File: src/rtl/ssd_scan_ctrl.sv
// Scan scheduler for an 8-digit multiplexed seven-segment display with per-frame value snapshot.
// Optional leading-zero blanking is enabled by defining SSD_LEADING_ZERO_BLANK_EN.
module ssd_scan_ctrl #(
  parameter int unsigned DIGIT_CYCLES = 100000,
  parameter int unsigned BLANK_CYCLES = 1000
) (
  input  logic        clock,
  input  logic        reset,
  input  logic        enable,
  input  logic [31:0] value,
  output logic [7:0]  anode_select,
  output logic [6:0]  segs,
  output logic        frame_start
);

  localparam int unsigned MAX_CYCLES = (DIGIT_CYCLES > BLANK_CYCLES) ? DIGIT_CYCLES : BLANK_CYCLES;
  localparam int unsigned CNT_W      = (MAX_CYCLES > 1) ? $clog2(MAX_CYCLES) : 1;
  localparam int unsigned IDX_W      = 3;
  localparam logic [CNT_W-1:0] DIGIT_LAST = CNT_W'(DIGIT_CYCLES - 1);
  localparam logic [CNT_W-1:0] BLANK_LAST = CNT_W'(BLANK_CYCLES - 1);

  typedef enum logic [1:0] {
    IDLE  = 2'd0,
    DRIVE = 2'd1,
    BLANK = 2'd2
  } state_e;

  state_e           state_q, state_d;
  logic [CNT_W-1:0] cnt_q, cnt_d;
  logic [IDX_W-1:0] idx_q, idx_d;
  logic [31:0]      snap_q, snap_d;
  logic [7:0]       anode_q, anode_d;
  logic [6:0]       segs_q, segs_d;
  logic             fs_q, fs_d;
  logic [3:0]       nib_d;

  // Active-low hex decode, bit order {g,f,e,d,c,b,a}
  function automatic logic [6:0] hex_decode(input logic [3:0] n);
    logic [6:0] s;
    case (n)
      4'h0: s = 7'h40;
      4'h1: s = 7'h79;
      4'h2: s = 7'h24;
      4'h3: s = 7'h30;
      4'h4: s = 7'h19;
      4'h5: s = 7'h12;
      4'h6: s = 7'h02;
      4'h7: s = 7'h78;
      4'h8: s = 7'h00;
      4'h9: s = 7'h10;
      4'hA: s = 7'h08;
      4'hB: s = 7'h03;
      4'hC: s = 7'h46;
      4'hD: s = 7'h21;
      4'hE: s = 7'h06;
      default: s = 7'h0E;
    endcase
    return s;
  endfunction

`ifdef SSD_LEADING_ZERO_BLANK_EN
  logic [IDX_W-1:0] msd_q, msd_d;

  // Index of the highest non-zero nibble; 0 when the whole word is zero
  function automatic logic [IDX_W-1:0] find_msd(input logic [31:0] v);
    logic [IDX_W-1:0] m;
    m = '0;
    for (int k = 1; k < 8; k++) begin
      if (v[4*k +: 4] != 4'h0) m = IDX_W'(k);
    end
    return m;
  endfunction
`endif

  // Next-state, counter, snapshot and registered-output computation
  always_comb begin
    state_d = state_q;
    cnt_d   = cnt_q + CNT_W'(1);
    idx_d   = idx_q;
    snap_d  = snap_q;
    fs_d    = 1'b0;
    anode_d = 8'hFF;
    segs_d  = 7'h7F;
    nib_d   = 4'h0;

    if (!enable) begin
      state_d = IDLE;
      cnt_d   = '0;
      idx_d   = '0;
    end else begin
      case (state_q)
        IDLE: begin
          state_d = DRIVE;
          cnt_d   = '0;
          idx_d   = '0;
          snap_d  = value;
          fs_d    = 1'b1;
        end
        DRIVE: begin
          if (cnt_q == DIGIT_LAST) begin
            state_d = BLANK;
            cnt_d   = '0;
          end
        end
        BLANK: begin
          if (cnt_q == BLANK_LAST) begin
            state_d = DRIVE;
            cnt_d   = '0;
            if (idx_q == IDX_W'(7)) begin
              idx_d  = '0;
              snap_d = value;
              fs_d   = 1'b1;
            end else begin
              idx_d = idx_q + IDX_W'(1);
            end
          end
        end
        default: begin
          state_d = IDLE;
          cnt_d   = '0;
          idx_d   = '0;
        end
      endcase
    end

`ifdef SSD_LEADING_ZERO_BLANK_EN
    msd_d = fs_d ? find_msd(snap_d) : msd_q;
`endif

    // Outputs reflect the state being entered so they line up with its first cycle
    if (state_d == DRIVE) begin
      anode_d = ~(8'(1) << idx_d);
      nib_d   = snap_d[{idx_d, 2'b00} +: 4];
      segs_d  = hex_decode(nib_d);
`ifdef SSD_LEADING_ZERO_BLANK_EN
      if (idx_d > msd_d) segs_d = 7'h7F;
`endif
    end
  end

  // State and output registers
  always_ff @(posedge clock or negedge reset) begin
    if (!reset) begin
      state_q <= IDLE;
      cnt_q   <= '0;
      idx_q   <= '0;
      snap_q  <= '0;
      anode_q <= 8'hFF;
      segs_q  <= 7'h7F;
      fs_q    <= 1'b0;
`ifdef SSD_LEADING_ZERO_BLANK_EN
      msd_q   <= '0;
`endif
    end else begin
      state_q <= state_d;
      cnt_q   <= cnt_d;
      idx_q   <= idx_d;
      snap_q  <= snap_d;
      anode_q <= anode_d;
      segs_q  <= segs_d;
      fs_q    <= fs_d;
`ifdef SSD_LEADING_ZERO_BLANK_EN
      msd_q   <= msd_d;
`endif
    end
  end

  assign anode_select = anode_q;
  assign segs         = segs_q;
  assign frame_start  = fs_q;

endmodule

File: config.mk
export PLATFORM = sky130hd
export DESIGN_NAME = ssd_scan_ctrl
export DESIGN_NICKNAME = d
export VERILOG_FILES = /design/src/rtl/ssd_scan_ctrl.sv
export SDC_FILE = /design/constraint.sdc
export NUM_CORES = 1
export LEC_CHECK = 0
export CAP_MARGIN = 20
export CORE_MARGIN = 3
export CORE_UTILIZATION = 45
export CTS_CLUSTER_SIZE = 14
export DETAILED_ROUTE_END_ITERATION = 8
export GPL_ROUTABILITY_DRIVEN = 1
export GPL_TIMING_DRIVEN = 1
export PLACE_DENSITY_LB_ADDON = 0.1
export SLEW_MARGIN = 20
export SYNTH_ARGS = -nofsm -noshare
export SYNTH_HDL_FRONTEND = slang
export SYNTH_SLANG_ARGS = --single-unit
File: constraint.sdc
create_clock -name clock -period 4.1 [get_ports clock]
set_clock_uncertainty 0.2 [all_clocks]
set_input_delay 0.82 -clock clock [delete_from_list [all_inputs] [get_ports clock]]
set_output_delay 0.82 -clock clock [all_outputs]
set_load 0.02 [all_outputs]
==> impl_metrics.xml <==
<?xml version="1.0" encoding="UTF-8"?>
<metrics>
  <group name="route">
    <metric name="route.detailed.drc" unit="">0</metric>
    <metric name="routed-via-count" unit="">3460</metric>
    <metric name="pre_repair_dr_iteration_count" unit="">4</metric>
    <metric name="routed_wire_length_per_instance" unit="microns">16.8</metric>
    <metric name="route.final.wire_length" unit="microns">10300</metric>
    <metric name="antenna_left" unit="">0</metric>
    <metric name="drt-vias-per-instance" unit="">5.66</metric>
    <metric name="drt_first_iter_violations" unit="">152</metric>
  </group>
  <group name="critical_path">
    <metric name="cp_capture_type" unit="">flip-flop</metric>
    <metric name="worstReg2RegStart" unit="">cnt_q[1]$_DFF_PN0_</metric>
    <metric name="ff_to_ff_path_depth" unit="">13</metric>
    <metric name="crit_fanout" unit="">4</metric>
    <metric name="crit_required" unit="ns">4.17</metric>
    <metric name="critical_path.startpoint_type" unit="">flip-flop</metric>
    <metric name="reg2reg_slack" unit="ns">0.13</metric>
    <metric name="regToRegEndpoint" unit="">segs[1]$_DFF_PN1_</metric>
    <metric name="timing_worst_setup_path_type" unit="">flip-flop to flip-flop</metric>
    <metric name="arrival" unit="ns">4.04</metric>
  </group>
  <group name="floorplanning">
    <metric name="floorplan.die.height" unit="microns">98.6</metric>
    <metric name="start_util" unit="">0.467</metric>
    <metric name="die_w" unit="microns">98.6</metric>
    <metric name="core_ar" unit="sq um">8260</metric>
    <metric name="placement_rows" unit="">33</metric>
    <metric name="dieArea" unit="sq um">9720</metric>
    <metric name="io-pin-count" unit="">51</metric>
  </group>
  <group name="yosys">
    <metric name="synthMuxAreaShare" unit="">0.0195</metric>
    <metric name="synth-xor-area-share" unit="">0.0340</metric>
    <metric name="post_synth_and_or_nand_nor_area_fraction" unit="">0.210</metric>
    <metric name="syn-num-nets" unit="">440</metric>
    <metric name="avgSynthCellArea" unit="sq um">9.84</metric>
    <metric name="dominant_combinational_cell_family_by_area_after_synthesis" unit="">simple AND/OR/NAND/NOR gates</metric>
    <metric name="synth_compound_gate_area_share" unit="">0.200</metric>
    <metric name="synth_async_sr_flop_share" unit="">1.00</metric>
    <metric name="postSynthCellCount" unit="">392</metric>
    <metric name="register_area_share_after_synthesis" unit="">0.459</metric>
    <metric name="dominantRegCellSynth" unit="">sky130_fd_sc_hd__dfrtp_1</metric>
    <metric name="synth-seq-cells" unit="">70</metric>
    <metric name="synth.cell_area" unit="sq um">3860</metric>
    <metric name="post_synth_fa_ha_maj_area_fraction" unit="">0.0422</metric>
    <metric name="yosys_warnings" unit="">0</metric>
    <metric name="synth_cell_type_count" unit="">69</metric>
    <metric name="count_of_flip_flops_with_a_built_in_enable_after_synthesis" unit="">0</metric>
  </group>
  <group name="placement">
    <metric name="dp_hpwl" unit="microns">7470</metric>
    <metric name="dpl_cell_area" unit="sq um">4820</metric>
    <metric name="place_ws" unit="ns">-0.0393</metric>
    <metric name="routabilityCongestion" unit="">0.886</metric>
    <metric name="io_buffer_count" unit="">50</metric>
  </group>
  <group name="sta">
    <metric name="hold_viol" unit="">0</metric>
    <metric name="final_critical_delay_including_setup_and_external_delays" unit="ns">3.97</metric>
    <metric name="timing.final.max_slew_violations" unit="">0</metric>
    <metric name="postLayoutSetupSlackWorst" unit="ns">0.130</metric>
    <metric name="relSlewSlack" unit="">0.566</metric>
    <metric name="timing_worst_slew_pin_value" unit="ns">0.649</metric>
    <metric name="finalSetupViolations" unit="">0</metric>
    <metric name="clock.fmax" unit="GHz">0.252</metric>
    <metric name="setup_total_negative_slack" unit="ns">0</metric>
    <metric name="share_of_the_clock_period_used_by_the_worst_path_after_layout" unit="">0.968</metric>
  </group>
  <group name="clocking">
    <metric name="clock_input_transition_at_the_sequential_cells_of_the_worst_setup_and_hold_paths" unit="ns">0.08</metric>
    <metric name="max-clock-path-buffers" unit="">2</metric>
    <metric name="h-tree-depth" unit="">3</metric>
    <metric name="tritoncts" unit="">done</metric>
    <metric name="tritoncts.num_buffers" unit="">9</metric>
    <metric name="worst_skew_pair.late_latency" unit="ns">0.35</metric>
    <metric name="clkSinkCount" unit="">70</metric>
    <metric name="ctsRootBufferMaster" unit="">sky130_fd_sc_hd__clkbuf_8</metric>
  </group>
  <group name="final_layout">
    <metric name="antennaDiodeCount" unit="">0</metric>
    <metric name="drive_above_1_share" unit="">0.265</metric>
    <metric name="syn_to_final_growth" unit="%">35.5</metric>
    <metric name="nNetsFinal" unit="">549</metric>
    <metric name="final_design_area_no_fill" unit="sq um">5230</metric>
    <metric name="final_util" unit="">0.633</metric>
  </group>
  <group name="pwr">
    <metric name="p_switching" unit="uW">497</metric>
    <metric name="combinationalPowerShare" unit="">0.211</metric>
    <metric name="power.static_leakage" unit="uW">0.00219</metric>
    <metric name="power.clock.fraction" unit="">0.354</metric>
    <metric name="pint" unit="uW">1310</metric>
    <metric name="post-layout-total-power" unit="uW">1800</metric>
    <metric name="power_density" unit="nW/um^2">345</metric>
    <metric name="maximum_vdd_drop" unit="mV">0.202</metric>
    <metric name="switching_share" unit="">0.275</metric>
    <metric name="power.sequential.fraction" unit="">0.435</metric>
  </group>
  <group name="flow_run">
    <metric name="maxcap_viol_count" unit="">0</metric>
  </group>
  <group name="global_routing">
    <metric name="groute.usage.overall" unit="">0.211</metric>
    <metric name="grt_start_max_net_pins" unit="">28</metric>
    <metric name="grt_pass1_vias" unit="">3279</metric>
    <metric name="antenna_violations_before_repair" unit="">0</metric>
    <metric name="grt_pass1_wl" unit="microns">16400</metric>
    <metric name="globalRouteOverflowTotal" unit="">0</metric>
  </group>
  <group name="min_path">
    <metric name="hold_path_class" unit="">input pin to asynchronous set/reset pin</metric>
  </group>
  <group name="outcome">
    <metric name="status" unit="">finished clean</metric>
  </group>
</metrics>
## cells in the mapped netlist (7+ instances only)
master                     number  area share
sky130_fd_sc_hd__dfstp_2       15        0.10
sky130_fd_sc_hd__inv_1         20       0.019
sky130_fd_sc_hd__xor2_1         8       0.018
sky130_fd_sc_hd__and3_1         8       0.013
sky130_fd_sc_hd__o21ai_0       15       0.019
sky130_fd_sc_hd__dfrtp_1       55        0.36
sky130_fd_sc_hd__nor4_1         9       0.015
sky130_fd_sc_hd__xnor2_1        7       0.016
sky130_fd_sc_hd__nor2_1        53       0.052
sky130_fd_sc_hd__ha_1          13       0.042
sky130_fd_sc_hd__nand2_1       28       0.027
sky130_fd_sc_hd__o221ai_1       7       0.016
sky130_fd_sc_hd__clkbuf_1       8      0.0078
sky130_fd_sc_hd__a21oi_1       17       0.022
sky130_fd_sc_hd__or2_2          7       0.011
sky130_fd_sc_hd__nand3_1       12       0.016
## what timing repair did
action,in CTS,in global routing
resized for setup,1,23
endpoints found under the setup margin,1,6
hold buffers,0,0
pin swaps,0,12
buffers inserted,0,9
## sequential cells by signal (all words and copies together), names as in the netlist
signal,flops
snap_q,32
segs,7
anode_select,8
frame_start,1
state_q,2
idx_q,3
cnt_q,17
## power by group through the flow
stage / Sequential (uW) / Combinational, uW / Clock (uW)
6_report: 784 / 380 / 640
5_1_grt: 790 / 415 / 684
4_1_cts: 785 / 355 / 648
3_5_place_dp: 798 / 350 / 0
3_3_place_gp: 796 / 343 / 0
2_1_floorplan: 809 / 179 / 0
## metal layers
layer	vias up	global-route usage	share of wire
met2	82	0.323	0.48
met5	-	0	0
li1	1659	-	-
met3	12	0.0425	0.041
met1	1707	0.298	0.47
met4	0	0.0767	0.015
## placed cells by master, fill, tap and decap left out, types with 12 or more instances in the layout
| cell | Yosys | layout |
|---|---|---|
| sky130_fd_sc_hd__buf_4 | 0 | 58 |
| sky130_fd_sc_hd__dfrtp_1 | 55 | 55 |
| sky130_fd_sc_hd__nor2_1 | 53 | 53 |
| sky130_fd_sc_hd__clkdlybuf4s50_1 | 0 | 49 |
| sky130_fd_sc_hd__nand2_1 | 28 | 28 |
| sky130_fd_sc_hd__inv_1 | 20 | 18 |
| sky130_fd_sc_hd__a21oi_1 | 17 | 16 |
| sky130_fd_sc_hd__o21ai_0 | 15 | 15 |
| sky130_fd_sc_hd__dfstp_2 | 15 | 15 |
| sky130_fd_sc_hd__nand3_1 | 12 | 12 |
## metrics by stage
step	hold slack, ns	instances
after global routing	0.300	611
final	0.266	611
after CTS	0.288	602
after floorplan	0.255	392
after detailed placement	0.281	586
after global placement	0.275	586
## layout make-up
cell class / instances / area (sq um)
Sequential cell: 70 / 1770
Timing Repair Buffer: 110 / 947
Clock inverter: 6 / 91.3
Clock buffer: 10 / 138
Fill cell: 688 / 3030
Tap cell: 105 / 131
Multi-Input combinational cell: 289 / 2070
Inverter: 21 / 83.8
## critical path, cell delays in order, from the launching register on
cell,delay (ns)
sky130_fd_sc_hd__dfrtp_1,0.39
sky130_fd_sc_hd__ha_2,0.19
sky130_fd_sc_hd__or4bb_4,0.46
sky130_fd_sc_hd__buf_6,0.14
sky130_fd_sc_hd__o41ai_4,0.43
sky130_fd_sc_hd__a21oi_2,0.11
sky130_fd_sc_hd__or4_4,0.62
sky130_fd_sc_hd__o311ai_4,0.30
sky130_fd_sc_hd__o22a_2,0.24
sky130_fd_sc_hd__inv_2,0.08
sky130_fd_sc_hd__ha_4,0.23
sky130_fd_sc_hd__nor2b_1,0.11
sky130_fd_sc_hd__a211oi_1,0.06
sky130_fd_sc_hd__a311o_1,0.32
## worst max-delay path by stage
stage	startpoint	to	cells after the start	slack, ns
final	cnt_q[1]$_DFF_PN0_	segs[1]$_DFF_PN1_	13	0.13
after global routing	cnt_q[1]$_DFF_PN0_	segs[0]$_DFF_PN1_	14	-0.03
after CTS	cnt_q[11]$_DFF_PN0_	segs[1]$_DFF_PN1_	11	0.05
after detailed placement	enable	segs[0]$_DFF_PN1_	12	-0.04
after global placement	enable	segs[0]$_DFF_PN1_	11	0.01
after floorplan	cnt_q[0]$_DFF_PN0_	segs[0]$_DFF_PN1_	16	0.10
## logic make-up (layout without fill, tap and decap cells)
logic type	count (synthesis)	in the layout
and+or+nand+nor	155	155
xor gates and xnor gates	15	15
muxes	7	7
buffers and inverters	33	147
adders and majority gates	13	13
AOI/OAI and AO/OA	99	99
DFF	70	70
Power figures use the tool's default switching activity.
